## src/rtl/uart_rx_fifo_if.sv

```systemverilog
// Bus between the UART receiver / host side and the receive FIFO.
// The master drives writes, pops and control; the slave returns data and status.
interface uart_rx_fifo_if #(
    parameter int DATA_WIDTH = 8,
    parameter int DEPTH      = 16
);
    localparam int LW = $clog2(DEPTH) + 1;

    logic [DATA_WIDTH-1:0] wr_data;
    logic                  wr_valid;
    logic                  in_parity_err;
    logic                  in_rx_error;
    logic                  in_overrun;
    logic                  flush;
    logic                  rd_en;
    logic                  overrun_clr;
    logic [DATA_WIDTH-1:0] rd_data;
    logic                  rd_parity_err;
    logic                  rd_valid;
    logic                  fifo_full;
    logic                  fifo_empty;
    logic                  almost_full;
    logic [LW-1:0]         level;
    logic                  overrun_flag;
    logic [7:0]            drop_count;

    modport master (
        output wr_data, wr_valid, in_parity_err, in_rx_error,
        output in_overrun, flush, rd_en, overrun_clr,
        input  rd_data, rd_parity_err, rd_valid, fifo_full,
        input  fifo_empty, almost_full, level, overrun_flag, drop_count
    );

    modport slave (
        input  wr_data, wr_valid, in_parity_err, in_rx_error,
        input  in_overrun, flush, rd_en, overrun_clr,
        output rd_data, rd_parity_err, rd_valid, fifo_full,
        output fifo_empty, almost_full, level, overrun_flag, drop_count
    );
endinterface

```

## src/rtl/uart_rx_fifo.sv

```systemverilog
// UART receive buffer: parity-tagged words, registered pop, status flags,
// sticky overrun and a saturating count of frames the receiver abandoned.
module uart_rx_fifo #(
    parameter int DATA_WIDTH  = 8,
    parameter int DEPTH       = 16,
    parameter int AFULL_LEVEL = 12
) (
    input logic            clk,
    input logic            rst_n,
    uart_rx_fifo_if.slave  bus
);
    localparam int AW = $clog2(DEPTH);
    localparam int LW = AW + 1;

    typedef logic [DATA_WIDTH:0] entry_t;

    entry_t                mem_q [DEPTH];
    logic [AW-1:0]         wptr_q, wptr_d;
    logic [AW-1:0]         rptr_q, rptr_d;
    logic [LW-1:0]         level_q, level_d;
    logic                  full_q, full_d;
    logic                  empty_q, empty_d;
    logic                  afull_q, afull_d;
    logic [DATA_WIDTH-1:0] rd_data_q, rd_data_d;
    logic                  rd_par_q, rd_par_d;
    logic                  rd_valid_q, rd_valid_d;
    logic                  pend_q, pend_d;
    logic                  ovf_q, ovf_d;
    logic [7:0]            drop_q, drop_d;
    logic                  pop_ok;
    logic                  wr_ok;
    logic                  ovf_set;
    entry_t                head;

    always_comb begin
        pop_ok     = bus.rd_en && !empty_q && !bus.flush;
        wr_ok      = bus.wr_valid && (!full_q || pop_ok) && !bus.flush;
        head       = mem_q[rptr_q];
        wptr_d     = wptr_q;
        rptr_d     = rptr_q;
        level_d    = level_q;
        rd_data_d  = rd_data_q;
        rd_par_d   = rd_par_q;
        rd_valid_d = pop_ok;
        if (bus.flush) begin
            wptr_d  = '0;
            rptr_d  = '0;
            level_d = '0;
        end else begin
            if (wr_ok)  wptr_d = wptr_q + AW'(1);
            if (pop_ok) rptr_d = rptr_q + AW'(1);
            unique case ({wr_ok, pop_ok})
                2'b10:   level_d = level_q + LW'(1);
                2'b01:   level_d = level_q - LW'(1);
                default: level_d = level_q;
            endcase
        end
        if (pop_ok) begin
            rd_data_d = head[DATA_WIDTH-1:0];
            rd_par_d  = head[DATA_WIDTH];
        end
        full_d  = (level_d == LW'(DEPTH));
        empty_d = (level_d == '0);
        afull_d = (level_d >= LW'(AFULL_LEVEL));

        // Parity pulse belongs to the frame still in progress, so a write
        // in the same cycle consumes the old flag and the pulse re-arms it.
        pend_d = pend_q;
        if (wr_ok)             pend_d = 1'b0;
        if (bus.in_parity_err) pend_d = 1'b1;
        if (bus.in_rx_error)   pend_d = 1'b0;
        if (bus.flush)         pend_d = 1'b0;

        ovf_set = bus.in_overrun ||
                  (bus.wr_valid && full_q && !pop_ok && !bus.flush);
        ovf_d = ovf_q;
        if (bus.overrun_clr) ovf_d = 1'b0;
        if (ovf_set)         ovf_d = 1'b1;

        drop_d = drop_q;
        if (bus.in_rx_error && drop_q != 8'hFF) drop_d = drop_q + 8'd1;
    end

    always_ff @(posedge clk) begin
        if (wr_ok) mem_q[wptr_q] <= {pend_q, bus.wr_data};
    end

    always_ff @(posedge clk or negedge rst_n) begin
        if (!rst_n) begin
            wptr_q     <= '0;
            rptr_q     <= '0;
            level_q    <= '0;
            full_q     <= 1'b0;
            empty_q    <= 1'b1;
            afull_q    <= 1'b0;
            rd_data_q  <= '0;
            rd_par_q   <= 1'b0;
            rd_valid_q <= 1'b0;
            pend_q     <= 1'b0;
            ovf_q      <= 1'b0;
            drop_q     <= '0;
        end else begin
            wptr_q     <= wptr_d;
            rptr_q     <= rptr_d;
            level_q    <= level_d;
            full_q     <= full_d;
            empty_q    <= empty_d;
            afull_q    <= afull_d;
            rd_data_q  <= rd_data_d;
            rd_par_q   <= rd_par_d;
            rd_valid_q <= rd_valid_d;
            pend_q     <= pend_d;
            ovf_q      <= ovf_d;
            drop_q     <= drop_d;
        end
    end

    assign bus.rd_data       = rd_data_q;
    assign bus.rd_parity_err = rd_par_q;
    assign bus.rd_valid      = rd_valid_q;
    assign bus.fifo_full     = full_q;
    assign bus.fifo_empty    = empty_q;
    assign bus.almost_full   = afull_q;
    assign bus.level         = level_q;
    assign bus.overrun_flag  = ovf_q;
    assign bus.drop_count    = drop_q;
endmodule

```

## src/flat_wrapper.sv

```systemverilog
// flat-port wrapper written by rule: the top's interface ports become plain ports
module uart_rx_fifo_flat 
#(
    parameter int DATA_WIDTH  = 8,
    parameter int DEPTH       = 16,
    parameter int AFULL_LEVEL = 12
)
  (clk, rst_n, bus_wr_data, bus_wr_valid, bus_in_parity_err, bus_in_rx_error, bus_in_overrun, bus_flush, bus_rd_en, bus_overrun_clr, bus_rd_data, bus_rd_parity_err, bus_rd_valid, bus_fifo_full, bus_fifo_empty, bus_almost_full, bus_level, bus_overrun_flag, bus_drop_count);
  uart_rx_fifo_if #(.DATA_WIDTH(DATA_WIDTH), .DEPTH(DEPTH)) bus_i ();
  input logic clk;
  input logic rst_n;
  input wire logic [$bits(bus_i.wr_data)-1:0] bus_wr_data;
  input wire logic [$bits(bus_i.wr_valid)-1:0] bus_wr_valid;
  input wire logic [$bits(bus_i.in_parity_err)-1:0] bus_in_parity_err;
  input wire logic [$bits(bus_i.in_rx_error)-1:0] bus_in_rx_error;
  input wire logic [$bits(bus_i.in_overrun)-1:0] bus_in_overrun;
  input wire logic [$bits(bus_i.flush)-1:0] bus_flush;
  input wire logic [$bits(bus_i.rd_en)-1:0] bus_rd_en;
  input wire logic [$bits(bus_i.overrun_clr)-1:0] bus_overrun_clr;
  output wire logic [$bits(bus_i.rd_data)-1:0] bus_rd_data;
  output wire logic [$bits(bus_i.rd_parity_err)-1:0] bus_rd_parity_err;
  output wire logic [$bits(bus_i.rd_valid)-1:0] bus_rd_valid;
  output wire logic [$bits(bus_i.fifo_full)-1:0] bus_fifo_full;
  output wire logic [$bits(bus_i.fifo_empty)-1:0] bus_fifo_empty;
  output wire logic [$bits(bus_i.almost_full)-1:0] bus_almost_full;
  output wire logic [$bits(bus_i.level)-1:0] bus_level;
  output wire logic [$bits(bus_i.overrun_flag)-1:0] bus_overrun_flag;
  output wire logic [$bits(bus_i.drop_count)-1:0] bus_drop_count;
  assign bus_i.wr_data = bus_wr_data;
  assign bus_i.wr_valid = bus_wr_valid;
  assign bus_i.in_parity_err = bus_in_parity_err;
  assign bus_i.in_rx_error = bus_in_rx_error;
  assign bus_i.in_overrun = bus_in_overrun;
  assign bus_i.flush = bus_flush;
  assign bus_i.rd_en = bus_rd_en;
  assign bus_i.overrun_clr = bus_overrun_clr;
  assign bus_rd_data = bus_i.rd_data;
  assign bus_rd_parity_err = bus_i.rd_parity_err;
  assign bus_rd_valid = bus_i.rd_valid;
  assign bus_fifo_full = bus_i.fifo_full;
  assign bus_fifo_empty = bus_i.fifo_empty;
  assign bus_almost_full = bus_i.almost_full;
  assign bus_level = bus_i.level;
  assign bus_overrun_flag = bus_i.overrun_flag;
  assign bus_drop_count = bus_i.drop_count;
  uart_rx_fifo #(.DATA_WIDTH(DATA_WIDTH), .DEPTH(DEPTH), .AFULL_LEVEL(AFULL_LEVEL)) u_core (.clk(clk), .rst_n(rst_n), .bus(bus_i));
endmodule
```

## config.mk

```make
export PLATFORM = sky130hd
export DESIGN_NAME = uart_rx_fifo_flat
export DESIGN_NICKNAME = d
export VERILOG_FILES = /design/src/rtl/uart_rx_fifo_if.sv /design/src/rtl/uart_rx_fifo.sv /design/src/flat_wrapper.sv
export SDC_FILE = /design/constraint.sdc
export NUM_CORES = 1
export LEC_CHECK = 0
export CORE_AREA = 2 2 132 134
export DETAILED_ROUTE_END_ITERATION = 10
export DIE_AREA = 0 0 134 136
export GPL_ROUTABILITY_DRIVEN = 0
export HOLD_SLACK_MARGIN = 0.05
export PLACE_DENSITY_LB_ADDON = 0.25
export SETUP_SLACK_MARGIN = 0.15
export SLEW_MARGIN = 20
export SYNTH_ARGS = -nofsm -noshare
export SYNTH_HDL_FRONTEND = slang
export SYNTH_SLANG_ARGS = --single-unit
```

## constraint.sdc

```tcl
create_clock -name clk -period 5.9 [get_ports clk]
set_clock_uncertainty 0.1 [all_clocks]
set_input_delay 1.18 -clock clk [delete_from_list [all_inputs] [get_ports clk]]
set_output_delay 1.18 -clock clk [all_outputs]
set_load 0.02 [all_outputs]
```

Yosys cells after proc, flatten, opt, wreduce, memory -nomap -nowiden
Memory sizes are Yosys's and may differ from the RTL's. A register that Yosys moved wholly into a read port is not among the register bits.
Cells that the tools add are included.
{"block": "op_classes", "n_addsub": 5, "magnitude_cmp": 1, "eq_ne": 4, "n_mux": 14, "n_reduce_logical": 20}
{"cell": "4-bit 2-to-1 mux", "n": 4}
{"cell": "5-bit case mux with 2 select lines", "n": 1}
{"cell": "4-bit by 1-bit adder with 4-bit output, second input constant", "n": 2}
{"cell": "8-bit by 1-bit adder with 8-bit output, second input constant", "n": 1}
{"cell": "1-bit logical AND", "n": 8}
{"cell": "1-bit 2-to-1 mux", "n": 8}
{"cell": "8-bit != test, second input constant", "n": 1}
{"cell": "2-bit nonzero test", "n": 3}
{"cell": "5-bit by 1-bit adder with 5-bit output, second input constant", "n": 1}
{"cell": "5-bit == test, second input constant", "n": 1}
{"cell": "5-bit by 4-bit >= comparator with 1-bit output, second input constant", "n": 1}
{"cell": "1-bit logical NOT", "n": 5}
{"cell": "5-bit logical NOT", "n": 1}
{"cell": "5-bit 2-to-1 mux", "n": 1}
{"cell": "5-bit by 1-bit subtractor with 5-bit output, second input constant", "n": 1}
{"cell": "4-bit nonzero test", "n": 1}
{"cell": "2-bit by 1-bit == test with 1-bit output, second input constant", "n": 1}
{"cell": "2-bit == test, second input constant", "n": 1}
{"cell": "1-bit logical OR", "n": 2}
{"block": "word_totals", "ff_bits": 27, "mem_bits_rw": 144, "output_inout_bits": 27, "wordCells": 55, "n_memories": 1}
{"name": "u_core.mem_q", "depth": 16, "width": 9, "rd": 1, "rd_ports_with_merged_regs": 1, "wr": 1, "line": "uart_rx_fifo.sv:17", "source": "entry_t mem_q [DEPTH];"}

Longest topological paths before layout
Gate-level depths: netlist (run 1).
{"block": "depth", "ltp_word": 10, "mapped_depth": 13, "depth_no_buf": 12}

Worst setup path before layout (run 1)
Ideal clock, no wire load.
{"block": "synth_timing", "path_kind": "in2reg", "from": "in bus_rd_en", "to": "reg u_core.full_q (netlist: u_core.bus.fifo_full)", "arrival_time_ns": 3.473, "t_required_ns": 5.695, "slack_ns": 2.221, "stages": 13, "path_buffers": 3, "cell_sequence": "or3b_1 -> clkbuf_1 -> clkbuf_1 -> inv_1 -> ha_1 -> buf_2 -> xor2_1 -> ha_1 -> a21oi_1 -> mux2i_1 -> xor2_1 -> o21ai_0 -> nor4b_1"}
{"block": "synth_between", "elab_chain_cells": 9, "elab_cells_between_ends": 10, "cone_classes": "3 x eq/ne; 2 x mux; 5 x reduce/logical"}
{"item": "from (decl)", "line": "flat_wrapper.sv:18", "source": "input wire logic [$bits(bus_i.rd_en)-1:0] bus_rd_en;"}
{"item": "1-bit logical AND * (2 in series)", "line": "uart_rx_fifo.sv:36", "source": "pop_ok = bus.rd_en && !empty_q && !bus.flush;"}
{"item": "via u_core.pop_ok", "line": "uart_rx_fifo.sv:30", "source": "logic pop_ok;"}
{"item": "1-bit logical OR", "line": "uart_rx_fifo.sv:37", "source": "wr_ok = bus.wr_valid && (!full_q || pop_ok) && !bus.flush;"}
{"item": "1-bit logical AND (2 in series)", "line": "uart_rx_fifo.sv:37"}
{"item": "2-bit by 1-bit == test with 1-bit output / 2-bit == test (equally long branches)", "line": "uart_rx_fifo.sv:52", "source": "unique case ({wr_ok, pop_ok})"}
{"item": "5-bit case mux with 2 select lines *", "line": "uart_rx_fifo.sv:52"}
{"item": "5-bit 2-to-1 mux *", "line": "uart_rx_fifo.sv:45", "source": "if (bus.flush) begin"}
{"item": "5-bit == test *", "line": "uart_rx_fifo.sv:62", "source": "full_d = (level_d == LW'(DEPTH));"}
{"item": "via u_core.full_d", "line": "uart_rx_fifo.sv:21", "source": "logic full_q, full_d;"}
{"item": "to (signal assigned)", "line": "uart_rx_fifo.sv:106", "source": "full_q <= full_d;"}
{"item": "to (decl)", "line": "uart_rx_fifo.sv:21"}
The timed path passes the listed nets; every way through them passes the cells marked *.
A chain may end at the register's enable or synchronous reset.

Final worst setup path (run 1)
{"block": "layout_timing", "from": "in bus_flush", "to": "reg u_core.full_q (netlist: u_core.bus.fifo_full)"}
{"block": "layout_between", "elab_chain_cells": 9, "elab_cells_between_ends": 10, "cone_classes": "3 x eq/ne; 2 x mux; 5 x reduce/logical"}
{"item": "from (decl)", "line": "flat_wrapper.sv:17", "source": "input wire logic [$bits(bus_i.flush)-1:0] bus_flush;"}
{"item": "1-bit logical NOT *", "line": "uart_rx_fifo.sv:36"}
{"item": "1-bit logical AND *", "line": "uart_rx_fifo.sv:36"}
{"item": "via u_core.pop_ok", "line": "uart_rx_fifo.sv:30"}
{"item": "1-bit logical OR", "line": "uart_rx_fifo.sv:37"}
{"item": "1-bit logical AND (2 in series)", "line": "uart_rx_fifo.sv:37"}
{"item": "2-bit by 1-bit == test with 1-bit output / 2-bit == test (equally long branches)", "line": "uart_rx_fifo.sv:52"}
{"item": "5-bit case mux with 2 select lines *", "line": "uart_rx_fifo.sv:52"}
{"item": "5-bit 2-to-1 mux *", "line": "uart_rx_fifo.sv:45"}
{"item": "5-bit == test *", "line": "uart_rx_fifo.sv:62"}
{"item": "via u_core.full_d", "line": "uart_rx_fifo.sv:21"}
Marks and branches as above.

==> run_results.csv, run 1 <==
group,metric,value,unit
run_status,status,"finished, final reports clean",
drt,drt-pass1-iter-count,4,
drt,wl,14300,microns
sta,finalHoldViolations,0,
synthesis,ys_ff_latch,180,
sta,worst_pin_slew,1.11,ns
critical_path,cp.required,6.12,ns
grt,antenna_found_initial,0,
placement,place_area,0.00797,sq mm
layout,fin_util,50.7,%
critical_path,critPathMaxFanout,22,
floorplanning,core_area,0.0169,sq mm
drt,drtIter0Drc,344,
floorplanning,start_util,43.8,%
synthesis,synthesis.area_per_instance,17.9,sq um
critical_path,arrival,4.89,ns
critical_path,cpMaxStageDelayCell,"clkdlybuf4s50_1",
clock_tree,cts_sinks,180,
floorplanning,fp.dieW,134,microns
grt,grt_pass1_vias,3878,
placement,dpl.cell_count,663,
clock_tree,cts_resized,0,
layout,n_antenna_cell,0,
job,max_cap_violations,0,
power_and_ir_drop,ir_drop,0.199,mV
clock_tree,cts_max_level,4,
power_and_ir_drop,pwr_density_cell,353,mW/mm^2
layout,syn2layout_area_growth,15.8,%
layout,final_layout_size_suffix_gt1_share,19.1,%
synthesis,yosysWarnings,0,
grt,grt.total_usage,16.9,%
sta,setup_tns,0,ns
floorplanning,io_pins,44,
floorplanning,fp.dieH,136,microns
grt,grt_pass1_wl,22400,microns
floorplanning,std_cell_rows,48,
hold_path,hold_depth,1,
synthesis,synth_nets,439,
synthesis,yosysSeqAreaShare,70.7,%
clock_tree,numCtsBuffers,17,
floorplanning,die-area,0.0182,sq mm
critical_path,end_kind,"flip-flop",
critical_path,cp_cell_sequence,"clkdlybuf4s50_1 -> or3b_1 -> inv_1 -> ha_1 -> xor2_1 -> ha_1 -> a21oi_1 -> a2bb2oi_1 -> nor3_1 -> nor3_1 -> nor4b_1",
clock_tree,clock_path_buffers,2,
placement,place_hpwl,8630,microns
drt,avgViaCountPerCell,5.34,
layout,final_nets,483,
clock_tree,cts_hold_buf,0,
clock_tree,cts_root_buf,"clkbuf_16",
hold_path,hold_path_class,"reg -> reg",
drt,wire_per_inst,20.5,microns
layout,fin_cells,695,
critical_path,cp-start-kind,"input port",
synthesis,yosysUniqueCellTypes,39,
grt,overflow,0,
power_and_ir_drop,p_leak,0.00287,uW
sta,finalSetupViolations,0,
sta,fmax,214,MHz
layout,stdcell_area,0.00856,sq mm
sta,finalCriticalPeriod,4.67,ns
sta,min_period_over_period,79.1,%
drt,ant_nets,0,
drt,num_vias,3713,
clock_tree,cts_setup_buffers,0,
clock_tree,cts_tree,"yes",
critical_path,path_class,"in -> reg",
clock_tree,clock_latency,0.43,ns
sta,slew_violations,0,
sta,relSlewSlack,25.9,%
placement,portBuffers,43,
drt,drc,0,
synthesis,synthCells,413,
critical_path,slowest_delay,0.86,ns
critical_path,rr_worst_depth,10,
sta,rsz0062_at_grt,"false",
clock_tree,clk_transition_reported_paths,0.07,ns
sta,whs,0.418,ns
grt,grt_max_degree,40,
synthesis,syn_area,0.00740,sq mm
[cells by family (layout without fill, tap and decap cells)]
logic type,count (synthesis),in the layout,synth area share [%]
AOI/OAI and AO/OA,30,30,2.98
xor gates and xnor gates,17,17,2.01
adders and majority gates,9,9,1.52
buffers and inverters,31,88,2.98
DFF,180,180,70.7
muxes,57,57,14.1
and+or+nand+nor,89,89,5.79
[worst max-delay path: cells and delay by family]
kind | cells | cell delay [ns]
simple gates | 4 | 1.37
buf+inv | 2 | 1.04
fa+ha+maj | 2 | 0.61
compound gates | 2 | 0.49
xor+xnor | 1 | 0.20
[layout make-up]
type	count	area (sq um)
clock buffers	17	425
well taps	225	282
flip-flops and latches	180	5230
multi-input cells	202	1980
repair buffers	46	448
clock inverters	15	161
fillers	1382	8320
inverters	10	37.5
[synth_stat cells]
cell type	count	share of area, %
o31ai_1	2	0.20
nor3b_1	2	0.20
dfrtp_1	35	12
nand2_1	22	1.1
nand2b_1	5	0.42
nor2b_1	3	0.25
mux2i_1	12	1.6
xnor2_1	10	1.2
nand4_1	3	0.25
clkbuf_1	6	0.30
a21o_1	2	0.20
buf_12	2	0.54
or3b_1	1	0.12
xor2_1	7	0.83
dfstp_2	1	0.36
buf_2	3	0.20
buf_4	4	0.41
a221o_1	9	1.2
nand3_1	4	0.27
a21oi_1	10	0.68
edfxtp_1	144	58
a2bb2oi_1	1	0.12
nor4b_2	1	0.20
and2_1	1	0.085
ha_1	9	1.5
o21ai_0	4	0.27
nor4_1	1	0.085
mux4_1	2	0.71
and3_1	1	0.085
nor3_1	16	1.1
o211a_1	1	0.14
mux4_2	34	10
inv_1	10	0.51
a21boi_2	1	0.15
buf_6	3	0.46
mux2_2	9	1.4
clkbuf_8	3	0.56
nor4b_1	2	0.24
nor2_1	27	1.4
[final timing paths]
path,slack [ns],startpoint,to
worst min register to register,0.42,u_core.bus.drop_count[7],u_core.bus.drop_count[7]
worst max register to register,2.39,u_core.bus.fifo_empty,u_core.bus.fifo_full
max in group asynchronous,4.39,rst_n,u_core.rptr_q[0]
worst max-delay path,1.23,bus_flush,u_core.bus.fifo_full
min in group asynchronous,0.74,rst_n,u_core.bus.level[0]
worst min-delay path,0.42,u_core.bus.drop_count[7],u_core.bus.drop_count[7]
[registers in the layout, summed over array words and instances (netlist names)]
| register | cells |
|---|---|
| u_core.bus.rd_parity_err | 1 |
| u_core.wptr_q | 4 |
| u_core.bus.level | 5 |
| u_core.rptr_q | 4 |
| u_core.bus.drop_count | 8 |
| u_core.pend_q | 1 |
| u_core.bus.fifo_empty | 1 |
| u_core.bus.rd_data | 8 |
| u_core.bus.rd_valid | 1 |
| u_core.bus.fifo_full | 1 |
| u_core.bus.almost_full | 1 |
| u_core.bus.overrun_flag | 1 |
| u_core.mem_q | 144 |
[metrics by stage]
stage	setup WS [ns]	total power, uW
6_report	1.23	3020
3_3_place_gp	1.10	1930
5_1_grt	0.907	3140
3_5_place_dp	0.810	1940
2_1_floorplan	2.22	1760
4_1_cts	1.28	3050
[placed cells by master, fill, tap and decap left out, types with 3 or more instances in the layout]
master | synthesis | routed
edfxtp_1 | 144 | 144
clkdlybuf4s50_1 | 0 | 42
mux4_2 | 34 | 34
dfrtp_1 | 35 | 34
nor2_1 | 27 | 23
nand2_1 | 22 | 22
clkbuf_16 | 0 | 17
mux2i_1 | 12 | 12
nor3_1 | 16 | 12
inv_1 | 10 | 10
a21oi_1 | 10 | 10
xnor2_1 | 10 | 10
mux2_2 | 9 | 9
a221o_1 | 9 | 9
ha_1 | 9 | 9
xor2_1 | 7 | 7
nand2b_1 | 5 | 5
inv_6 | 0 | 5
o21ai_0 | 4 | 4
nand3_1 | 4 | 4
nor2_2 | 0 | 4
nor3_2 | 0 | 4
inv_8 | 0 | 4
nor2b_1 | 3 | 3
nand4_1 | 3 | 3
buf_4 | 4 | 3
[power breakdown]
part,leakage [uW],internal (uW),switching [uW]
clock,0.000291,602,516
combinational,0.000813,204,200
sequential,0.00177,1440,62.1
total,0.00287,2240,778
[per-layer routing]
metal  track usage [%]  part of all wire (%)  vias up
met3              3.17                   4.3       16
met4              6.21                   1.2        0
met2              27.6                    50       74
met5                 0                     0        -
met1              22.8                    44     1930
li1                  -                     -     1693
Note: power is estimated with default switching activity, not from simulation.
==> inputs of run 2 (changes only) <==
==> constraint.sdc (replaced) <==
create_clock -name clk -period 4.1 [get_ports clk]
set_clock_uncertainty 0.1 [all_clocks]
set_input_delay 0.82 -clock clk [delete_from_list [all_inputs] [get_ports clk]]
set_output_delay 0.82 -clock clk [all_outputs]
set_load 0.02 [all_outputs]
==> run 2 against run 1 <==
- first-iteration DRC count grew 7.3%
- largest cell class unchanged
- largest power group unchanged
- global-route usage shrank 0.19 points
- critical endpoint unchanged
- non-clock buffer count grew 21
- final cell count grew 3.0%
==> run_results.csv, run 2 (synthesis gave the netlist of run 1 again) <==
group,metric,value,unit
hold_path,hold_path_class,"reg -> reg",
layout,layout_commonest_cell,"edfxtp_1",
layout,multiInputGateArea,0.00195,sq mm
power_and_ir_drop,p_leak,0.00298,uW
clock_tree,cts_tree,"yes",
layout,top_register,"u_core.mem_q",
critical_path,crit_path_start,"bus_flush",
critical_path,cp.required,4.31,ns
clock_tree,cts_sinks,180,
critical_path,critPathMaxFanout,9,
floorplanning,core_area,0.0169,sq mm
drt,avgViaCountPerCell,5.31,
drt,drtIter0Drc,369,
drt,wire_per_inst,20.0,microns
sta,min_period_over_period,87.4,%
floorplanning,std_cell_rows,48,
sta,finalCriticalPeriod,3.58,ns
grt,grt_pass1_vias,3839,
sta,worst_pin_slew,1.14,ns
clock_tree,cts_resized,0,
sta,relSlewSlack,23.8,%
clock_tree,cts_root_buf,"clkbuf_16",
clock_tree,cts_hold_buf,0,
grt,grt_pass1_wl,22000,microns
run_status,status,"finished, final reports clean",
placement,portBuffers,43,
layout,fin_cells,716,
sta,fmax,279,MHz
clock_tree,clk_transition_reported_paths,0.07,ns
critical_path,end_kind,"flip-flop",
drt,drc,0,
sta,finalHoldViolations,0,
critical_path,reg2reg_to,"u_core.bus.fifo_full",
clock_tree,clock_latency,0.42,ns
clock_tree,cts_setup_buffers,0,
clock_tree,numCtsBuffers,17,
critical_path,path_class,"in -> reg",
sta,finalSetupViolations,0,
grt,overflow,0,
clock_tree,cts_max_level,4,
floorplanning,die-area,0.0182,sq mm
layout,final_nets,504,
drt,wl,14300,microns
grt,grt.total_usage,16.7,%
critical_path,arrival,3.79,ns
critical_path,r2r-start,"u_core.bus.fifo_empty",
critical_path,rr_worst_depth,11,
sta,slew_violations,0,
power_and_ir_drop,pwr_density_cell,509,mW/mm^2
layout,syn2layout_area_growth,18.0,%
drt,ant_nets,0,
layout,n_fill_cell,1349,
floorplanning,fp.dieW,134,microns
layout,final_layout_size_suffix_gt1_share,21.0,%
layout,final_cell_mix,"edfxtp_1, clkdlybuf4s50_1, mux4_2, dfrtp_1, nor2_1",
layout,ff_latch_area,0.00523,sq mm
power_and_ir_drop,p_total,4440,uW
sta,setup_tns,0,ns
sta,rsz0062_at_grt,"false",
grt,antenna_found_initial,0,
clock_tree,clock_path_buffers,2,
floorplanning,io_pins,44,
floorplanning,start_util,43.8,%
floorplanning,fp.dieH,136,microns
job,max_cap_violations,0,
layout,largest_reg_flops,144,
layout,fin_util,51.7,%
critical_path,cp-start-kind,"input port",
grt,grt_max_degree,40,
placement,place_hpwl,9050,microns
placement,dpl.cell_count,684,
critical_path,r2r_slack,1.15,ns
power_and_ir_drop,ir_drop,0.335,mV
layout,n_antenna_cell,0,
drt,drt-pass1-iter-count,6,
drt,num_vias,3802,
critical_path,endpoint,"u_core.bus.fifo_full",
sta,setup_slack,0.518,ns
placement,dpl_worst_slack,0.106,ns
run 2: changes by cell type in the layout (fill, tap and decap cells not counted), sizes merged:
cell and change:
bufinv +2, clkbuf +3, buf +21, clkinvlp +1, inv -6
run 2: power by group:
part	leakage, uW	internal, uW	total [uW]	switching [uW]
clock network	0.000306	1010	1700	693
logic	0.000906	300	574	274
registers	0.00177	2070	2170	101
total	0.00298	3370	4440	1070
run 2: area by class of cell:
cell class | count | area share, %
inverters | 10 | 0.430
clock buffers | 20 | 5.23
repair buffers | 67 | 6.94
flip-flops and latches | 180 | 59.9
well taps | 225 | 3.22
clock inverters | 12 | 1.96
multi-input cells | 202 | 22.3
run 2: worst min path at each step:
stage,from,endpoint,depth (start not counted)
floorplan,rst_n,u_core.bus.almost_full,0
global placement,u_core.bus.drop_count[7],u_core.bus.drop_count[7],1
detailed placement,u_core.bus.drop_count[7],u_core.bus.drop_count[7],1
CTS,u_core.bus.drop_count[7],u_core.bus.drop_count[7],1
global route,u_core.bus.drop_count[7],u_core.bus.drop_count[7],1
finish,u_core.bus.drop_count[7],u_core.bus.drop_count[7],1
run 2: critical path, stage by stage:
cell	delay, ns
clkdlybuf4s50_1	0.58
inv_1	0.18
nand2_1	0.08
a21oi_1	0.18
inv_1	0.10
ha_1	0.29
xor2_1	0.20
ha_1	0.26
a21oi_1	0.17
mux2i_1	0.23
xor2_1	0.22
o21ai_0	0.18
nor4b_1	0.31
run 2: per-layer routing:
metal	wire length (microns)	track usage (%)	share of wire (%)	vias to the layer above
met4	211	6.03	1.5	0
li1	-	-	-	1737
met1	6110	21.9	43	1978
met3	793	3.36	5.5	14
met2	7240	27.8	50	73
met5	0	0	0	-
run 2: stage by stage:
stage / hold WS [ns] / cell area, sq um
5_1_grt: 0.420 / 8730
6_report: 0.402 / 8730
3_5_place_dp: 0.388 / 8100
4_1_cts: 0.400 / 8730
3_3_place_gp: 0.396 / 8100
2_1_floorplan: 0.424 / 7400
